File: src/rtl/alarm_zone_ctrl_pkg.sv
// Shared types and constants for the alarm zone controller.
package alarm_zone_ctrl_pkg;

    typedef enum logic [1:0] {
        DISARMED = 2'd0,
        ARMED    = 2'd1,
        ENTRY    = 2'd2,
        ALARM    = 2'd3
    } state_t;

    localparam int                     ALARM_CNT_W   = 8;
    localparam logic [ALARM_CNT_W-1:0] ALARM_CNT_MAX = 8'd255;

endpackage

File: src/rtl/alarm_timer.sv
// Loadable down-counter; expired is high during the last counted cycle.
module alarm_timer
    import alarm_zone_ctrl_pkg::*;
#(
    parameter int W = 8
) (
    input  logic         clk,
    input  logic         rst,
    input  logic         load,
    input  logic [W-1:0] load_val,
    output logic         busy,
    output logic         expired
);

    logic [W-1:0] count;

    // NOTE: sequential state uses non-blocking assignments so every flop samples pre-edge values.
    always_ff @(posedge clk) begin
        if (rst) begin
            count <= '0;
        end else if (load) begin
            count <= load_val;
        end else if (count != '0) begin
            count <= count - W'(1);
        end
    end

    assign busy    = (count != '0);
    assign expired = (count == W'(1));

endmodule

File: src/rtl/alarm_zone_ctrl.sv
// N-zone alarm controller: arm/disarm FSM, entry delay, timed siren, zone history, event counter.
// Optional box-tamper input enabled by defining ALARM_ZONE_CTRL_TAMPER_EN.
module alarm_zone_ctrl
    import alarm_zone_ctrl_pkg::*;
#(
    parameter int                 N_ZONES      = 4,
    parameter logic [N_ZONES-1:0] ENTRY_ZONES  = 4'b0001,
    parameter int                 ENTRY_DELAY  = 8,
    parameter int                 SIREN_CYCLES = 16
) (
    input  logic                   clk,
    input  logic                   rst,
    input  logic                   arm,
    input  logic                   disarm,
    input  logic [N_ZONES-1:0]     zone,
    input  logic [N_ZONES-1:0]     zone_mask,
`ifdef ALARM_ZONE_CTRL_TAMPER_EN
    input  logic                   tamper,
`endif
    output logic                   armed,
    output logic                   entry_pending,
    output logic                   siren,
    output logic                   arm_fail,
    output logic [N_ZONES-1:0]     latched_zones,
    output logic [ALARM_CNT_W-1:0] alarm_count
);

    localparam int EW = $clog2(ENTRY_DELAY + 1);
    localparam int SW = $clog2(SIREN_CYCLES + 1);

    state_t             state;
    state_t             next_state;
    logic [N_ZONES-1:0] act;
    logic [N_ZONES-1:0] ent;
    logic [N_ZONES-1:0] ins;
    logic               tamper_hit;
    logic               arm_reject;
    logic               entry_load;
    logic               entry_busy;
    logic               entry_expired;
    logic               siren_load;
    logic               siren_busy;
    logic               siren_expired;

    assign act = zone & ~zone_mask;
    assign ent = act & ENTRY_ZONES;
    assign ins = act & ~ENTRY_ZONES;

`ifdef ALARM_ZONE_CTRL_TAMPER_EN
    assign tamper_hit = tamper;
`else
    assign tamper_hit = 1'b0;
`endif

    // NOTE: every always_comb output gets a default first so no latch is inferred.
    always_comb begin
        next_state = state;
        arm_reject = 1'b0;
        case (state)
            DISARMED: begin
                if (arm && !disarm) begin
                    if (act == '0) next_state = ARMED;
                    else           arm_reject = 1'b1;
                end
            end
            ARMED: begin
                if (disarm)          next_state = DISARMED;
                else if (ins != '0)  next_state = ALARM;
                else if (ent != '0)  next_state = ENTRY;
            end
            ENTRY: begin
                if (disarm)                            next_state = DISARMED;
                else if (ins != '0)                    next_state = ALARM;
                else if (entry_expired || !entry_busy) next_state = ALARM;
            end
            ALARM: begin
                if (disarm) next_state = DISARMED;
            end
            default: next_state = DISARMED;
        endcase
        // Tamper overrides everything except reset, including disarm.
        if (tamper_hit) begin
            next_state = ALARM;
            arm_reject = 1'b0;
        end
    end

    assign entry_load = (state != ENTRY) && (next_state == ENTRY);
    assign siren_load = (state != ALARM) && (next_state == ALARM);

    alarm_timer #(.W(EW)) u_entry_timer (
        .clk      (clk),
        .rst      (rst),
        .load     (entry_load),
        .load_val (EW'(ENTRY_DELAY)),
        .busy     (entry_busy),
        .expired  (entry_expired)
    );

    alarm_timer #(.W(SW)) u_siren_timer (
        .clk      (clk),
        .rst      (rst),
        .load     (siren_load),
        .load_val (SW'(SIREN_CYCLES)),
        .busy     (siren_busy),
        .expired  (siren_expired)
    );

    // NOTE: reset is synchronous; all state here is plain flops, no memories, so all of it is reset.
    always_ff @(posedge clk) begin
        if (rst) begin
            state         <= DISARMED;
            armed         <= 1'b0;
            entry_pending <= 1'b0;
            siren         <= 1'b0;
            arm_fail      <= 1'b0;
            latched_zones <= '0;
            alarm_count   <= '0;
        end else begin
            state         <= next_state;
            armed         <= (next_state != DISARMED);
            entry_pending <= (next_state == ENTRY);
            arm_fail      <= arm_reject;
            // A retrigger inside ALARM never reloads the timer, so siren just runs out.
            siren         <= (next_state == ALARM) &&
                             (siren_load || (siren_busy && !siren_expired));
            if (state == DISARMED && next_state == ARMED) begin
                latched_zones <= '0;
            end else if (state != DISARMED) begin
                latched_zones <= latched_zones | act;
            end
            if (siren_load && alarm_count != ALARM_CNT_MAX) begin
                alarm_count <= alarm_count + ALARM_CNT_W'(1);
            end
        end
    end

endmodule

File: config.mk
export PLATFORM = sky130hd
export DESIGN_NAME = alarm_zone_ctrl
export DESIGN_NICKNAME = d
export VERILOG_FILES = /design/src/rtl/alarm_zone_ctrl_pkg.sv /design/src/rtl/alarm_timer.sv /design/src/rtl/alarm_zone_ctrl.sv
export SDC_FILE = /design/constraint.sdc
export NUM_CORES = 1
export LEC_CHECK = 0
export ABC_AREA = 1
export BUFFER_PORTS_ARGS = -buffer_cell sky130_fd_sc_hd__buf_4
export CORE_MARGIN = 2
export CORE_UTILIZATION = 58
export CTS_CLUSTER_SIZE = 28
export DETAILED_ROUTE_END_ITERATION = 7
export PLACE_DENSITY = 0.83
export SLEW_MARGIN = 20
export SYNTH_ARGS = -nofsm -noshare
export SYNTH_HDL_FRONTEND = slang
export SYNTH_SLANG_ARGS = --single-unit
export TNS_END_PERCENT = 100
File: constraint.sdc
create_clock -name clk -period 2.2 [get_ports clk]
set_input_delay 0.44 -clock clk [delete_from_list [all_inputs] [get_ports clk]]
set_output_delay 0.44 -clock clk [all_outputs]
set_load 0.01 [all_outputs]
==> flow_summary.toml, run 1 <==
[power_and_ir_drop]
vdd_drop_max_uv = 823
powerDensity_mw_per_mm2 = 822
leakagePower_nw = 0.775

[yosys]
async_flop_share_pct = 0
ys_warn_count = 0
yosysSeqAreaShare_pct = 38.0
synth_seq_cells = 27
syn_nets = 209
synth_area_mm2 = 0.00142
avgSynthCellArea_um2 = 7.45
synthesis.instances = 191
synth_edf_count = 0
dominantRegCellSynth = "dfxtp_1"
synth.distinct_cells = 29

[sta]
finalHoldViolations = 0
fin_crit_sh_pct = 76.1
slew_headroom_pct = 75.4
fin_worst_skew_ns = 0.00273
worstMarginPinSlew_ns = 0.367
drv_slew = 0
period_minus_slack_ns = 1.67
setup_viol = 0
finalSetupTns_ns = 0
fmax_mhz = 597
rsz0062_at_grt = "no"

[critical_path]
arrival_ns = 1.91
path_class = "register to register"
worstPathRequired_ns = 2.43
critPathLaunchType = "register"
end_kind = "register"
worst-path-max-fanout = 6

[clock_tree]
cts_resized = 0
worstSkewPairLatency_ns = 0.32
hold_buffers = 0
clockBufferDepth = 2
cts_buffers = 3
clkSinkCount = 27
htree_num_levels = 1
path_clk_slew_ns = 0.14
cts_setup_buffers = 0
cts.root.buffer_cell = "clkbuf_4"
cts_tree = "done"

[finish]
layout.area.seq_um2 = 541
final_common_cell = "nand2_1"
multiInputGateArea_um2 = 781
area_delta_synth_final_pct = 18.3
final.fill_count = 186
nNetsFinal = 240
layout-drive-gt1-share_pct = 22.6
fin_util_pct = 73.9
antenna_cells = 0
final_area_mm2 = 0.00168
mostFrequentLayoutCells = "nand2_1, nor2_1, dfxtp_1, buf_4, inv_1"

[global_routing]
grt_pass1_vias = 1169
grt_max_degree = 15
grt_pass1_wl_um = 4840
gr-total-overflow = 0
grt_usage_pct = 23.0
antenna_found_initial = 0

[place]
dp.final_hpwl_um = 2240
gp_congestion = 0.847
placed_area_mm2 = 0.00166
port_buffers = 27

[die]
dieArea_mm2 = 0.00286
rows = 17
initial_core_util_pct = 62.5
ioPinCount = 28
die_w_um = 53.5
die_height_um = 53.5
coreArea_mm2 = 0.00228

[detailed_routing]
vias = 1307
first_pass_iters = 4
first_iter_violations = 38
viasPerCell = 5.25
drc = 0
drt_wl_total_um = 2920
ant_nets = 0
wire_per_inst_um = 11.7

[status]
status = "finished, final reports clean"

[run]
cap_violations = 0

[hold_path]
hold_class = "input pin to register"
==> layer usage <==
metal  global-route usage (%)  vias up  part of all wire (%)
met5                        0        -                     0
met4                     9.83        0                   1.7
met3                     2.82        6                   2.9
met2                     39.9       23                    50
met1                     28.5      602                    45
li1                         -      676                     -
==> cells in the mapped netlist, types with 3 or more instances <==
cell      n  area, um^2
nor3_1    5        25.0
xor2_1    6        52.6
nand2_2   3        18.8
nor2_1   30         113
dfxtp_1  27         541
nand3_1   5        25.0
o21ai_1   3        15.0
ha_1      6        75.1
a31oi_1   4        25.0
a21oi_1  14        70.1
nand4_1   6        37.5
nand2_1  37         139
inv_1    22        82.6
inv_2     4        15.0
==> cell families (layout without fill, tap and decap cells) <==
family                     count (synthesis)  count (layout)  share of synthesized area [%]
AOI/OAI and AO/OA                         24              24                           10.0
buffers and inverters                     27              57                           7.12
adders and majority gates                  6               6                           5.28
DFF                                       27              27                           38.0
and+or+nand+nor                           99              99                           34.7
xor gates and xnor gates                   8               8                           4.93
==> worst max-delay path: stages, from the launching register on <==
cell	delay (ns)
dfxtp_1	0.34
inv_1	0.12
ha_1	0.21
inv_1	0.08
nand2_1	0.06
nand3_1	0.09
nand3_2	0.10
nand2_4	0.08
a21oi_4	0.21
nand2_1	0.12
nand2_2	0.13
a21oi_1	0.05
==> per-stage QoR <==
step | worst slack (ns) | total power [W] | instances | hold WS (ns)
6_report | 0.526 | 0.00138 | 249 | 0.381
5_1_grt | 0.347 | 0.00150 | 249 | 0.365
4_1_cts | 0.524 | 0.00140 | 249 | 0.367
3_5_place_dp | 0.487 | 0.00118 | 245 | 0.472
3_3_place_gp | 0.530 | 0.00115 | 245 | 0.467
2_1_floorplan | 0.719 | 0.00107 | 191 | 0.453
==> layout make-up <==
cell class,count,area share [%]
clock buffers,4,1.56
multi-input cells,137,46.4
repair buffers,27,12.0
inverters,26,5.80
well taps,28,2.08
flip-flops and latches,27,32.1
==> flip-flops by register name, indices dropped and copies added (netlist names) <==
name	count
alarm_count	8
entry_pending	1
armed	1
arm_fail	1
u_siren_timer.count	5
siren	1
u_entry_timer.count	4
latched_zones	4
state	2
==> power breakdown <==
part | internal [W] | switching [W]
Clock | 0.0000710 | 0.000145
Combinational | 0.000230 | 0.000308
Sequential | 0.000568 | 0.0000615
==> worst paths after layout <==
path         cells after the start                endpoint  slack [ns]              startpoint
max                             11  u_siren_timer.count[0]        0.53  u_entry_timer.count[0]
min                              3                arm_fail        0.38                     arm
max reg2reg                     11  u_siren_timer.count[0]        0.53  u_entry_timer.count[0]
min reg2reg                      2  u_siren_timer.count[1]        0.49  u_siren_timer.count[1]
(Power assumes the default switching activity.)
==> run 2: changes to the inputs <==
--- a/config.mk
+++ b/config.mk
@@ -8,10 +8,10 @@
 export ABC_AREA = 1
 export BUFFER_PORTS_ARGS = -buffer_cell sky130_fd_sc_hd__buf_4
 export CORE_MARGIN = 2
-export CORE_UTILIZATION = 58
+export CORE_UTILIZATION = 48
 export CTS_CLUSTER_SIZE = 28
 export DETAILED_ROUTE_END_ITERATION = 7
-export PLACE_DENSITY = 0.83
+export PLACE_DENSITY = 0.74
 export SLEW_MARGIN = 20
 export SYNTH_ARGS = -nofsm -noshare
 export SYNTH_HDL_FRONTEND = slang
==> constraint.sdc (replaced) <==
create_clock -name clk -period 1.4 [get_ports clk]
set_input_delay 0.28 -clock clk [delete_from_list [all_inputs] [get_ports clk]]
set_output_delay 0.28 -clock clk [all_outputs]
set_load 0.01 [all_outputs]
==> run 2 against run 1 <==
Fmax is 11% higher; combinational power is 130% higher; the run now ends with setup timing left; setup slack got worse by 0.64 ns; clock skew increased by 0.010 ns; cell count is 14% higher; hold slack worse by 0.18 ns; total power rose by 88%; first-iteration DRC count increased by 47%; critical endpoint is now u_siren_timer.count[3].
==> flow_summary.toml, run 2 (same netlist as run 1, synthesis figures left out) <==
[status]
status = "finished, violations left"
violations = "setup timing"

[global_routing]
grt_usage_pct = 22.6
grt_pass1_wl_um = 6070
grt_max_degree = 15
gr-total-overflow = 0
antenna_found_initial = 0
grt_pass1_vias = 1491

[die]
die_height_um = 58.4
initial_core_util_pct = 51.1
die_w_um = 58.4
rows = 19
dieArea_mm2 = 0.00342
ioPinCount = 28
coreArea_mm2 = 0.00278

[finish]
final_common_cell = "buf_4"
largest_reg_flops = 8
final_area_mm2 = 0.00207
largestRegisters = "alarm_count (8), u_siren_timer.count (5)"
regMostFlops = "alarm_count"
nNetsFinal = 272
mostFrequentLayoutCells = "buf_4, nand2_1, nor2_1"
layout-drive-gt1-share_pct = 43.5
area_delta_synth_final_pct = 45.7
antenna_cells = 0

[power_and_ir_drop]
powerDensity_mw_per_mm2 = 1250
vdd_drop_max_uv = 1900
leakagePower_nw = 0.949

[critical_path]
crit_path_max_incr_delay_ns = 0.36
slowest_stage = "dfxtp_2"
crit_path_cell_trace = "inv_2 > ha_4 > inv_2 > nand2_2 > nand3_2 > nand3_2 > nand2_4 > a21oi_4 > nand2_2 > nand2_4 > nor3_2"
worstPathRequired_ns = 1.66
end_kind = "register"
reg2reg_setup_slack_ns = -0.11
worst-path-max-fanout = 6
path_class = "register to register"
crit_start = "u_entry_timer.count[1]"
ff2ff_path_depth = 11
rr_endpoint = "u_siren_timer.count[3]"
cp_top_family = "simple AND/OR/NAND/NOR gates"
crit_buf_inv = 2
critPathLaunchType = "register"
arrival_ns = 1.77
reg2reg_from = "u_entry_timer.count[1]"

[clock_tree]
worstSkewPairLatency_ns = 0.34
cts.root.buffer_cell = "clkbuf_4"
htree_num_levels = 1
cts_tree = "done"
clkSinkCount = 27
hold_buffers = 0
cts_buffers = 3
clockBufferDepth = 2
path_clk_slew_ns = 0.16

[sta]
rsz0062_at_grt = "yes"
drv_slew = 0
worstMarginPinSlew_ns = 0.374
setup_viol = 19
fmax_mhz = 662
fin_worst_skew_ns = 0.0130
fin_crit_sh_pct = 108
setup_slack_ns = -0.111
finalHoldViolations = 0
holdWs_ns = 0.197
finalSetupTns_ns = -1.54
period_minus_slack_ns = 1.51
slew_headroom_pct = 75.1

[detailed_routing]
viasPerCell = 5.20
ant_nets = 0
drc = 0
wire_per_inst_um = 12.6
drt_wl_total_um = 3570
first_iter_violations = 56
vias = 1478
first_pass_iters = 4

[hold_path]
worstHoldStart = "arm"
min_path_cells = 3
hold_class = "input pin to register"
whs_endpoint = "arm_fail"

[place]
dp.final_hpwl_um = 2590
port_buffers = 27
gp_congestion = 0.807
placed_area_mm2 = 0.00189

[run]
cap_violations = 0
## run 2: worst register-to-register path: stages (launching register included)
cell	delay [ns]
dfxtp_2	0.36
inv_2	0.09
ha_4	0.14
inv_2	0.04
nand2_2	0.06
nand3_2	0.06
nand3_2	0.10
nand2_4	0.09
a21oi_4	0.23
nand2_2	0.11
nand2_4	0.12
nor3_2	0.04
## run 2: where the power goes
part / internal, W / switching, W / leakage [nW] / total, W
Combinational: 0.000609 / 0.000626 / 0.713 / 0.00123
Clock: 0.000112 / 0.000249 / 0.0150 / 0.000361
Sequential: 0.000897 / 0.000104 / 0.221 / 0.00100
## run 2: layer usage
layer  track usage (%)  up-vias  wire length, um
li1                  -      743                -
met1              25.3      695             1510
met2              44.0       38             1870
met3              2.20        2              163
met4              7.64        0               31
met5                 0        -                0
## run 2: worst max path at each step
stage	end	slack (ns)	cells past startpoint
after floorplan	u_entry_timer.count[1]	0.002	12
after global placement	u_entry_timer.count[0]	-0.07	12
after detailed placement	u_entry_timer.count[0]	-0.10	12
after CTS	alarm_count[1]	-0.06	8
final	u_siren_timer.count[3]	-0.11	11
after global routing	u_entry_timer.count[0]	-0.20	12
## run 2: final cells by class
| class | instances | area [um^2] |
|---|---|---|
| Multi-Input combinational cell | 138 | 926 |
| Fill cell | 210 | 708 |
| Sequential cell | 27 | 546 |
| Timing Repair Buffer | 58 | 439 |
| Inverter | 26 | 97.6 |
| Tap cell | 31 | 38.8 |
| Clock buffer | 4 | 26.3 |
## run 2: timing repair
action	4_1_cts	5_1_grt
buffers inserted	3	1
endpoints found under the setup margin	19	21
cloned	1	0
resized for setup	17	12
pin swaps	11	10
## run 2: through the flow
| stage | setup slack (ns) | std cells | total power [W] | util [%] |
|---|---|---|---|---|
| after floorplan | 0.00207 | 191 | 0.00170 | - |
| after global placement | -0.0730 | 275 | 0.00204 | 67.8 |
| after detailed placement | -0.102 | 275 | 0.00210 | 67.8 |
| after CTS | -0.0581 | 283 | 0.00256 | 72.5 |
| after global routing | -0.197 | 284 | 0.00282 | 74.5 |
| final | -0.111 | 284 | 0.00260 | 74.5 |
